File: src/rtl/adc_sensor_conditioner_if.sv
// Bundle between the SPI ADC byte source and adc_sensor_conditioner.
// sample_valid is a one-cycle strobe with no back-pressure: levels, throttle and lamp_state are held between strobes.
interface adc_sensor_conditioner_if;
  logic [7:0] adc_accel;
  logic [7:0] adc_cds;
  logic [7:0] accel_level;
  logic [7:0] throttle;
  logic [7:0] cds_level;
  logic       headlight_on;
  logic       sample_valid;
  logic [1:0] lamp_state;

  modport master (
    output adc_accel, adc_cds,
    input  accel_level, throttle, cds_level, headlight_on, sample_valid, lamp_state
  );

  modport slave (
    input  adc_accel, adc_cds,
    output accel_level, throttle, cds_level, headlight_on, sample_valid, lamp_state
  );
endinterface

File: src/rtl/adc_sensor_conditioner.sv
// Samples pedal and light-sensor ADC bytes at a fixed rate, smooths them, and derives throttle and auto-headlight.
// Optional moving-average filter enabled by defining ADC_COND_AVG_EN; otherwise levels are the raw captured samples.
module adc_sensor_conditioner #(
  parameter int SAMPLE_DIV = 50000,
  parameter int AVG_LOG2   = 3,
  parameter int DEAD_LO    = 16,
  parameter int DARK_ON    = 80,
  parameter int DARK_OFF   = 110,
  parameter int DARK_HOLD  = 200
) (
  input logic                      clk,
  input logic                      rst,
  adc_sensor_conditioner_if.slave  bus
);

  localparam int CNT_W  = (SAMPLE_DIV > 1) ? $clog2(SAMPLE_DIV) : 1;
  localparam int HOLD_W = $clog2(DARK_HOLD + 1);
  localparam logic [7:0] DEAD_LO_B  = 8'(DEAD_LO);
  localparam logic [7:0] DARK_ON_B  = 8'(DARK_ON);
  localparam logic [7:0] DARK_OFF_B = 8'(DARK_OFF);

  typedef enum logic [1:0] {
    ST_LIGHT      = 2'd0,
    ST_DARK_PEND  = 2'd1,
    ST_DARK       = 2'd2,
    ST_LIGHT_PEND = 2'd3
  } lamp_state_e;

  // Sample-rate tick
  logic [CNT_W-1:0] tick_cnt_q, tick_cnt_d;
  logic             tick;

  assign tick       = (tick_cnt_q == CNT_W'(SAMPLE_DIV - 1));
  assign tick_cnt_d = tick ? '0 : tick_cnt_q + 1'b1;

  always_ff @(posedge clk) begin
    if (rst) tick_cnt_q <= '0;
    else     tick_cnt_q <= tick_cnt_d;
  end

  // Stage 1: capture inputs on tick only
  logic [7:0] accel_smp_q, cds_smp_q;
  logic       smp_v_q;

  always_ff @(posedge clk) begin
    if (rst) begin
      accel_smp_q <= '0;
      cds_smp_q   <= '0;
      smp_v_q     <= 1'b0;
    end else begin
      smp_v_q <= tick;
      if (tick) begin
        accel_smp_q <= bus.adc_accel;
        cds_smp_q   <= bus.adc_cds;
      end
    end
  end

  // Stage 2: filter (or plain pipeline register when the filter is compiled out)
  logic [7:0] accel_s2, cds_s2;
  logic       s2_v_q;

`ifdef ADC_COND_AVG_EN
  localparam int DEPTH = 1 << AVG_LOG2;
  localparam int SUM_W = 8 + AVG_LOG2;

  logic [7:0]          accel_buf_q [DEPTH];
  logic [7:0]          cds_buf_q   [DEPTH];
  logic [SUM_W-1:0]    accel_sum_q, accel_sum_d;
  logic [SUM_W-1:0]    cds_sum_q, cds_sum_d;
  logic [AVG_LOG2-1:0] idx_q, idx_d;

  // Subtracting the evicted byte before the running sum is rewritten keeps it bounded by DEPTH*255.
  always_comb begin
    accel_sum_d = accel_sum_q - SUM_W'(accel_buf_q[idx_q]) + SUM_W'(accel_smp_q);
    cds_sum_d   = cds_sum_q   - SUM_W'(cds_buf_q[idx_q])   + SUM_W'(cds_smp_q);
    idx_d       = idx_q + 1'b1;
  end

  always_ff @(posedge clk) begin
    if (rst) begin
      for (int i = 0; i < DEPTH; i++) begin
        accel_buf_q[i] <= '0;
        cds_buf_q[i]   <= '0;
      end
      accel_sum_q <= '0;
      cds_sum_q   <= '0;
      idx_q       <= '0;
      s2_v_q      <= 1'b0;
    end else begin
      s2_v_q <= smp_v_q;
      if (smp_v_q) begin
        accel_buf_q[idx_q] <= accel_smp_q;
        cds_buf_q[idx_q]   <= cds_smp_q;
        accel_sum_q        <= accel_sum_d;
        cds_sum_q          <= cds_sum_d;
        idx_q              <= idx_d;
      end
    end
  end

  assign accel_s2 = accel_sum_q[SUM_W-1:AVG_LOG2];
  assign cds_s2   = cds_sum_q[SUM_W-1:AVG_LOG2];
`else
  logic [7:0] accel_raw_q, cds_raw_q;

  always_ff @(posedge clk) begin
    if (rst) begin
      accel_raw_q <= '0;
      cds_raw_q   <= '0;
      s2_v_q      <= 1'b0;
    end else begin
      s2_v_q <= smp_v_q;
      if (smp_v_q) begin
        accel_raw_q <= accel_smp_q;
        cds_raw_q   <= cds_smp_q;
      end
    end
  end

  assign accel_s2 = accel_raw_q;
  assign cds_s2   = cds_raw_q;
`endif

  // Stage 3: registered levels and throttle
  logic [7:0] accel_level_q, cds_level_q, throttle_q, throttle_d;
  logic       sample_valid_q;
  logic [7:0] thr_diff;
  logic [8:0] thr_x2;

  always_comb begin
    thr_diff   = accel_s2 - DEAD_LO_B;
    thr_x2     = {thr_diff, 1'b0};
    throttle_d = '0;
    if (accel_s2 > DEAD_LO_B) begin
      throttle_d = thr_x2[8] ? 8'hFF : thr_x2[7:0];
    end
  end

  always_ff @(posedge clk) begin
    if (rst) begin
      accel_level_q  <= '0;
      cds_level_q    <= '0;
      throttle_q     <= '0;
      sample_valid_q <= 1'b0;
    end else begin
      sample_valid_q <= s2_v_q;
      if (s2_v_q) begin
        accel_level_q <= accel_s2;
        cds_level_q   <= cds_s2;
        throttle_q    <= throttle_d;
      end
    end
  end

  // Lamp FSM: state register
  lamp_state_e       state_q, state_d;
  logic [HOLD_W-1:0] hold_q, hold_d, hold_inc;
  logic              is_dark, is_light, hold_done;
  logic              headlight;

  always_ff @(posedge clk) begin
    if (rst) begin
      state_q <= ST_LIGHT;
      hold_q  <= '0;
    end else begin
      state_q <= state_d;
      hold_q  <= hold_d;
    end
  end

  assign is_dark   = (cds_level_q < DARK_ON_B);
  assign is_light  = (cds_level_q > DARK_OFF_B);
  assign hold_inc  = hold_q + 1'b1;
  assign hold_done = (hold_inc == HOLD_W'(DARK_HOLD));

  // Lamp FSM: next state, evaluated only on the freshly registered cds level
  always_comb begin
    state_d = state_q;
    hold_d  = hold_q;
    if (sample_valid_q) begin
      case (state_q)
        ST_LIGHT: begin
          if (is_dark) begin
            if (DARK_HOLD == 1) begin
              state_d = ST_DARK;
              hold_d  = '0;
            end else begin
              state_d = ST_DARK_PEND;
              hold_d  = HOLD_W'(1);
            end
          end
        end
        ST_DARK_PEND: begin
          if (!is_dark) begin
            state_d = ST_LIGHT;
            hold_d  = '0;
          end else if (hold_done) begin
            state_d = ST_DARK;
            hold_d  = '0;
          end else begin
            hold_d = hold_inc;
          end
        end
        ST_DARK: begin
          if (is_light) begin
            if (DARK_HOLD == 1) begin
              state_d = ST_LIGHT;
              hold_d  = '0;
            end else begin
              state_d = ST_LIGHT_PEND;
              hold_d  = HOLD_W'(1);
            end
          end
        end
        ST_LIGHT_PEND: begin
          if (!is_light) begin
            state_d = ST_DARK;
            hold_d  = '0;
          end else if (hold_done) begin
            state_d = ST_LIGHT;
            hold_d  = '0;
          end else begin
            hold_d = hold_inc;
          end
        end
        default: begin
          state_d = ST_LIGHT;
          hold_d  = '0;
        end
      endcase
    end
  end

  // Lamp FSM: outputs
  always_comb begin
    headlight = 1'b0;
    case (state_q)
      ST_DARK, ST_LIGHT_PEND: headlight = 1'b1;
      default:                headlight = 1'b0;
    endcase
  end

  assign bus.accel_level  = accel_level_q;
  assign bus.cds_level    = cds_level_q;
  assign bus.throttle     = throttle_q;
  assign bus.sample_valid = sample_valid_q;
  assign bus.headlight_on = headlight;
  assign bus.lamp_state   = state_q;

endmodule

File: src/flat_wrapper.sv
// flat-port wrapper written by rule: the top's interface ports become plain ports
module adc_sensor_conditioner_flat 
#(
  parameter int SAMPLE_DIV = 50000,
  parameter int AVG_LOG2   = 3,
  parameter int DEAD_LO    = 16,
  parameter int DARK_ON    = 80,
  parameter int DARK_OFF   = 110,
  parameter int DARK_HOLD  = 200
)
  (clk, rst, bus_adc_accel, bus_adc_cds, bus_accel_level, bus_throttle, bus_cds_level, bus_headlight_on, bus_sample_valid, bus_lamp_state);
  adc_sensor_conditioner_if bus_i ();
  input logic clk;
  input logic rst;
  input wire logic [$bits(bus_i.adc_accel)-1:0] bus_adc_accel;
  input wire logic [$bits(bus_i.adc_cds)-1:0] bus_adc_cds;
  output wire logic [$bits(bus_i.accel_level)-1:0] bus_accel_level;
  output wire logic [$bits(bus_i.throttle)-1:0] bus_throttle;
  output wire logic [$bits(bus_i.cds_level)-1:0] bus_cds_level;
  output wire logic [$bits(bus_i.headlight_on)-1:0] bus_headlight_on;
  output wire logic [$bits(bus_i.sample_valid)-1:0] bus_sample_valid;
  output wire logic [$bits(bus_i.lamp_state)-1:0] bus_lamp_state;
  assign bus_i.adc_accel = bus_adc_accel;
  assign bus_i.adc_cds = bus_adc_cds;
  assign bus_accel_level = bus_i.accel_level;
  assign bus_throttle = bus_i.throttle;
  assign bus_cds_level = bus_i.cds_level;
  assign bus_headlight_on = bus_i.headlight_on;
  assign bus_sample_valid = bus_i.sample_valid;
  assign bus_lamp_state = bus_i.lamp_state;
  adc_sensor_conditioner #(.SAMPLE_DIV(SAMPLE_DIV), .AVG_LOG2(AVG_LOG2), .DEAD_LO(DEAD_LO), .DARK_ON(DARK_ON), .DARK_OFF(DARK_OFF), .DARK_HOLD(DARK_HOLD)) u_core (.clk(clk), .rst(rst), .bus(bus_i));
endmodule
File: config.mk
export PLATFORM = sky130hd
export DESIGN_NAME = adc_sensor_conditioner_flat
export DESIGN_NICKNAME = d
export VERILOG_FILES = /design/src/rtl/adc_sensor_conditioner_if.sv /design/src/rtl/adc_sensor_conditioner.sv /design/src/flat_wrapper.sv
export SDC_FILE = /design/constraint.sdc
export NUM_CORES = 1
export LEC_CHECK = 0
export BUFFER_PORTS_ARGS = -buffer_cell sky130_fd_sc_hd__buf_2
export CAP_MARGIN = 30
export CORE_MARGIN = 1
export CORE_UTILIZATION = 49
export DETAILED_ROUTE_END_ITERATION = 16
export GPL_ROUTABILITY_DRIVEN = 1
export PLACE_DENSITY = 0.72
export SLEW_MARGIN = 10
export SYNTH_ARGS = -nofsm -noshare
export SYNTH_HDL_FRONTEND = slang
export SYNTH_SLANG_ARGS = --single-unit
File: constraint.sdc
create_clock -name clk -period 1.87 [get_ports clk]
set_input_delay 0.0935 -clock clk [delete_from_list [all_inputs] [get_ports clk]]
set_output_delay 0.0935 -clock clk [all_outputs]
set_load 0.03 [all_outputs]
==> results of run 1 <==
[power by group]
group          leakage [nW]  total (W)  internal, W  switching, W
sequential            0.686    0.00182      0.00181    0.00000350
combinational         0.946  0.0000816    0.0000394     0.0000421
clock                 0.104    0.00143     0.000763      0.000672
total                  1.74    0.00333      0.00262      0.000718
[logic make-up after synthesis]
group | share of synthesized area (%)
mux | 14.2
buf+inv | 3.16
compound gates | 8.57
xor+xnor | 4.32
fa+ha+maj | 1.45
simple gates | 18.9
flops | 49.4
[cells in the final DEF (no fill, tap or decap), drive strengths merged, types with 4 or more instances in the layout]
cell type,count
ha,4
nand3,17
a32oi,4
mux2i,49
nor2,74
and3,6
inv,9
nor3,6
a21oi,14
xor2,9
nand2,14
o21ai,13
clkbuf,10
a31oi,4
nor2b,4
xnor2,8
nand4,5
nand2b,8
dlygate4sd3,12
dfxtp,85
buf,65
[worst paths after layout]
check	start	endpoint	depth (start not counted)
max reg2reg	u_core.hold_q[1]	u_core.bus.lamp_state[1]	5
min reg2reg	u_core.tick_cnt_q[0]	u_core.tick_cnt_q[0]	1
min	bus_adc_accel[7]	u_core.accel_smp_q[7]	3
max	u_core.hold_q[1]	u_core.bus.lamp_state[1]	5
[cell type report]
type                    count  area [um2]  share of cell area (%)
flip-flops and latches     85        1700                    40.4
multi-input cells         259        1650                    39.1
repair buffers             77         499                    11.8
clock buffers              10         128                    3.03
well taps                  96         120                    2.85
clock inverters             6        92.6                    2.20
inverters                   7        26.3                   0.623
[stage by stage]
stage | cell area, um2 | total power, W | hold WS, ns
floorplan | 3450 | 0.00189 | 0.237
global placement | 3860 | 0.00192 | 0.322
detailed placement | 3860 | 0.00192 | 0.332
CTS | 4200 | 0.00336 | 0.000329
global route | 4220 | 0.00346 | 0.0215
finish | 4220 | 0.00333 | 0.00410
[registers in the layout (all words and copies together), names as in the netlist]
register                 count
u_core.s2_v_q                1
u_core.bus.cds_level         8
u_core.cds_raw_q             8
u_core.smp_v_q               1
u_core.hold_q                8
u_core.tick_cnt_q           16
u_core.accel_raw_q           8
u_core.accel_smp_q           8
u_core.bus.throttle          8
u_core.bus.lamp_state        2
u_core.bus.accel_level       8
u_core.bus.sample_valid      1
u_core.cds_smp_q             8
[worst register-to-register path, stage by stage, from the launching register on]
cell,delay (ns)
sky130_fd_sc_hd__dfxtp_2,0.34
sky130_fd_sc_hd__nand2_2,0.06
sky130_fd_sc_hd__or4b_4,0.47
sky130_fd_sc_hd__a221o_1,0.41
sky130_fd_sc_hd__or3_1,0.38
sky130_fd_sc_hd__a21oi_2,0.11
[layer usage]
layer  vias up  share of wire, %
li1       1418                 -
met1      1312                49
met2        58                47
met3         9               3.5
met4         0               1.2
met5         -                 0
[timing repair]
action                                 CTS  global route
hold buffers                            12             0
setup endpoints to repair                0             3
endpoints found under the hold margin   12             0
resized for setup                        0             7
[synth_stat cells, types with 2 or more instances]
| cell type | instances | area share, % |
|---|---|---|
| sky130_fd_sc_hd__o21ai_0 | 13 | 1.9 |
| sky130_fd_sc_hd__o211ai_1 | 2 | 0.44 |
| sky130_fd_sc_hd__ha_1 | 4 | 1.5 |
| sky130_fd_sc_hd__dfxtp_1 | 85 | 49 |
| sky130_fd_sc_hd__a21oi_1 | 14 | 2.0 |
| sky130_fd_sc_hd__a31oi_1 | 4 | 0.73 |
| sky130_fd_sc_hd__xor2_1 | 9 | 2.3 |
| sky130_fd_sc_hd__nand2_1 | 14 | 1.5 |
| sky130_fd_sc_hd__nor4_1 | 2 | 0.36 |
| sky130_fd_sc_hd__nand3_1 | 17 | 2.5 |
| sky130_fd_sc_hd__nor3_1 | 6 | 0.87 |
| sky130_fd_sc_hd__buf_2 | 2 | 0.29 |
| sky130_fd_sc_hd__clkbuf_1 | 17 | 1.9 |
| sky130_fd_sc_hd__nand2b_1 | 8 | 1.5 |
| sky130_fd_sc_hd__nor2b_1 | 4 | 0.73 |
| sky130_fd_sc_hd__a32oi_1 | 4 | 1.0 |
| sky130_fd_sc_hd__mux2i_1 | 49 | 14 |
| sky130_fd_sc_hd__nor2_1 | 74 | 8.1 |
| sky130_fd_sc_hd__inv_1 | 7 | 0.76 |
| sky130_fd_sc_hd__and3_1 | 6 | 1.1 |
| sky130_fd_sc_hd__nand4_1 | 5 | 0.91 |
| sky130_fd_sc_hd__xnor2_1 | 8 | 2.0 |
==> out/results.tsv, run 1 <==
stage	metric	value	unit
timing	slew_viol_final	0	
run	cap_viol_max_count	0	
route	viasPerCell	5.18	
pwr	power_density	791	nW/um2
global_routing	number_of_global_route_vias_before_repair	2638	
worst_setup_path	worst_ep_arrival	2.11	ns
route	detail_route.first_pass.iterations	4	
timing	layout_setup_ws	0.0457	ns
synthesis	postSynthRegisterBits	85	
global_routing	grt-ovfl-total	0	
route	number_of_vias_in_the_routed_layout	2797	
clock_network	cts_max_level	3	
timing	transition_time_at_the_pin_with_the_least_slew_margin	0.421	ns
worst_setup_path	critical_path.max_stage_delay	0.47	ns
route	antenna_left	0	
timing	setup_violations	0	
synthesis	synth_fp_nets	394	
clock_network	clock_path_buffers	2	
die	area_enclosed_by_the_die_boundary	7370	um2
timing	max_freq	548	MHz
synthesis	synth_area	3450	um2
placed_design	placed_cells	512	
worst_setup_path	worst_path_cell_chain	nand2_2 > or4b_4 > a221o_1 > or3_1 > a21oi_2	
finish	antennaDiodeCount	0	
synthesis	syn-instance-count	372	
global_routing	global_route.usage.met1	25.6	%
die	die_width	85.9	um
finish	area_growth_syn_to_layout	22.3	%
timing	slew-limit-headroom	71.8	%
synthesis	synth.yosys.warnings	0	
finish	share_of_layout_cells_above_drive_strength_1	19.4	%
finish	fillCellCount	583	
worst_hold_path	hold_class	in2reg	
global_routing	grt_start_max_net_pins	40	
synthesis	synth.distinct_cells	40	
timing	clock_skew	0.0145	ns
die	fp-row-count	30	
synthesis	asyncSetResetFlopFracSynth	0	%
worst_setup_path	critical_path_class	reg2reg	
global_routing	busiest_layer	met2	
finish	fin_util	62.1	%
pwr	total_leakage_power	1.74	nW
worst_setup_path	critPathLaunchType	flip-flop	
clock_network	clk-insertion-delay-late	0.35	ns
placed_design	pre_cts_slack	0.0590	ns
route	wl_per_cell	12.7	um
die	coreArea	6790	um2
pwr	vdd_drop_max	0.573	mV
global_routing	globalRouteTotalUtil	19.9	%
synthesis	synth_enable_flop_cells	0	
global_routing	global_route.usage.met3	4.23	%
worst_setup_path	crit_slowest_cell	sky130_fd_sc_hd__or4b_4	
clock_network	cts_tree	done	
clock_network	number_of_buffers_added_by_the_clock_tree_synthesis_step	9	
worst_setup_path	setup.worst_path.end_class	flip-flop	
die	vert_die_dim	85.9	um
route	routed_wirelength	6870	um
route	route.detailed.drc	0	
placed_design	hpwlAfterDp	4670	um
global_routing	met2_track_demand_over_resource_in_global_routing	33.0	%
timing	setup-tns-final	0	ns
timing	setup_repair_after_global_routing_missed_its_margin	yes	
worst_setup_path	worstPathBufferInverterCount	0	
die	top_level_ports	46	
finish	final_cell_count_without_fillers	540	
global_routing	grt_first_pass_wirelength	11600	um
worst_setup_path	critPathTopFamily	simple AND/OR/NAND/NOR gates	
global_routing	antenna_found_initial	0	
clock_network	cts.clk_slew.worst_paths	0.08	ns
finish	finish.net_count	461	
clock_network	post-cts-setup-buffer-count	0	
placed_design	finalWeightedCongestion	0.926	
timing	final.min_clock_period	1.82	ns
clock_network	cts_root_buf	sky130_fd_sc_hd__clkbuf_8	
timing	timing.final.crit_share	97.6	%
route	drtIter0Drc	80	
worst_setup_path	required	2.15	ns
worst_setup_path	critPathMaxFanout	5	
die	start_util	50.7	%
synthesis	synth_sequential_area_ratio	49.4	%
timing	timing.final.hold_violations	0	
synthesis	syn_area_per_cell	9.27	um2
clock_network	clkSinkCount	85	
status	run_status	completed	
synthesis	yosys_most_used_dff	sky130_fd_sc_hd__dfxtp_1	
placed_design	port_buffers	45	
worst_setup_path	regToRegSetupSlack	0.05	ns
No activity file was read; power rests on OpenSTA's default activity.
==> run 2, diff against run 1 <==
Settings changed: PLACE_DENSITY 0.72 to 0.7.
Clock period 1.87 ns to 2.2 ns, I/O delays scaled along.
==> out/results.tsv, run 2 (same netlist as run 1, synthesis figures left out) <==
stage	metric	value	unit
status	run_status	completed	
clock_network	cts_tree	done	
finish	largest_reg_flops	16	
clock_network	number_of_buffers_added_by_the_clock_tree_synthesis_step	9	
worst_setup_path	critPathLaunchType	flip-flop	
finish	final_cell_count_without_fillers	526	
timing	clock_skew	0.00750	ns
worst_setup_path	critPathMaxFanout	12	
placed_design	placed_cells	501	
clock_network	clkSinkCount	85	
finish	antennaDiodeCount	0	
clock_network	clk-insertion-delay-late	0.34	ns
placed_design	hpwlAfterDp	4460	um
route	viasPerCell	5.19	
finish	share_of_layout_cells_above_drive_strength_1	16.3	%
timing	slew_viol_final	0	
worst_setup_path	worst_ep_arrival	2.33	ns
clock_network	post-cts-setup-buffer-count	0	
timing	max_freq	486	MHz
route	wl_per_cell	12.6	um
pwr	total_leakage_power	1.64	nW
timing	timing.final.crit_share	93.5	%
route	detail_route.first_pass.iterations	4	
finish	finish.net_count	448	
die	fp-row-count	30	
route	drtIter0Drc	95	
route	routed_wirelength	6630	um
die	top_level_ports	46	
clock_network	cts_root_buf	sky130_fd_sc_hd__clkbuf_8	
pwr	power_density	635	nW/um2
timing	setup_violations	0	
global_routing	number_of_global_route_vias_before_repair	2479	
route	route.detailed.drc	0	
timing	setup-tns-final	0	ns
route	antenna_left	0	
global_routing	grt_first_pass_wirelength	11400	um
global_routing	antenna_found_initial	0	
clock_network	cts.clk_slew.worst_paths	0.08	ns
clock_network	clock_path_buffers	2	
pwr	vdd_drop_max	0.412	mV
timing	slew-limit-headroom	61.3	%
finish	mostFrequentLayoutCell	sky130_fd_sc_hd__dfxtp_1	
placed_design	finalWeightedCongestion	0.846	
clock_network	cts_max_level	3	
global_routing	grt-ovfl-total	0	
route	number_of_vias_in_the_routed_layout	2729	
die	start_util	50.7	%
worst_setup_path	critical_path_class	reg2reg	
worst_hold_path	hold_class	in2reg	
timing	transition_time_at_the_pin_with_the_least_slew_margin	0.575	ns
timing	timing.final.hold_violations	0	
timing	final.min_clock_period	2.06	ns
die	die_width	85.9	um
finish	fillCellCount	608	
timing	setup_repair_after_global_routing_missed_its_margin	no	
global_routing	globalRouteTotalUtil	19.6	%
die	coreArea	6790	um2
worst_setup_path	setup.worst_path.end_class	flip-flop	
worst_setup_path	required	2.48	ns
global_routing	grt_start_max_net_pins	27	
run	cap_viol_max_count	0	
die	vert_die_dim	85.9	um
die	area_enclosed_by_the_die_boundary	7370	um2
placed_design	port_buffers	45	
finish	top_register_by_number_of_flip_flops	u_core.tick_cnt_q	
finish	most-common-layout-cells	sky130_fd_sc_hd__dfxtp_1, sky130_fd_sc_hd__nor2_1, sky130_fd_sc_hd__mux2i_1	
finish	area_growth_syn_to_layout	17.4	%
-- run 2: path summary, 6_finish.rpt --
path	from	end	slack (ns)	cells past startpoint
max	u_core.hold_q[0]	u_core.bus.lamp_state[1]	0.14	5
max reg2reg	u_core.hold_q[0]	u_core.bus.lamp_state[1]	0.14	5
min reg2reg	u_core.tick_cnt_q[0]	u_core.tick_cnt_q[0]	0.45	1
min	bus_adc_cds[4]	u_core.cds_smp_q[4]	0.01	3
-- run 2: area by class of cell --
cell class | count | area, um2 | area share, %
clock buffers | 11 | 141 | 3.50
repair buffers | 64 | 393 | 9.71
well taps | 96 | 120 | 2.97
inverters | 7 | 26.3 | 0.650
multi-input cells | 259 | 1640 | 40.5
flip-flops and latches | 85 | 1700 | 42.1
clock inverters | 4 | 25.0 | 0.619
-- run 2: what timing repair did --
| action | 4_1_cts | 5_1_grt |
|---|---|---|
| endpoints found under the hold margin | 10 | 0 |
| gates resized for setup | 0 | 1 |
| setup endpoints to repair | 0 | 1 |
| hold buffers | 10 | 0 |
-- run 2: metrics by stage --
step	setup WS [ns]	hold WS, ns	power (W)	util, %	area, um2
CTS	0.111	0.000701	0.00259	59.5	4040
global placement	0.194	0.340	0.00163	55.6	3780
finish	0.144	0.0125	0.00257	59.5	4050
global route	0.0118	0.0205	0.00268	59.5	4050
floorplan	0.390	0.254	0.00161	-	3450
detailed placement	0.123	0.350	0.00163	55.6	3780
-- run 2: critical path, stage by stage (launching register included) --
cell and delay (ns):
sky130_fd_sc_hd__dfxtp_1 0.43, sky130_fd_sc_hd__nand2_1 0.10, sky130_fd_sc_hd__or4b_1 0.47, sky130_fd_sc_hd__a221o_2 0.46, sky130_fd_sc_hd__or3_1 0.40, sky130_fd_sc_hd__a21oi_1 0.14
-- run 2: layer usage --
metal,global-route usage [%],vias up,share of wire (%),routed length [um]
met5,0,-,0,0
met4,8.03,0,1.5,102
met3,4.91,10,3.5,231
met2,30.1,54,45,2970
met1,26.5,1268,50,3330
li1,-,1397,-,-
-- run 2: report_power, final --
group | leakage, nW | switching [W] | internal [W]
Clock | 0.0812 | 0.000528 | 0.000431
Sequential | 0.685 | 0.00000299 | 0.00154
Combinational | 0.879 | 0.0000358 | 0.0000312
Total | 1.64 | 0.000566 | 0.00200
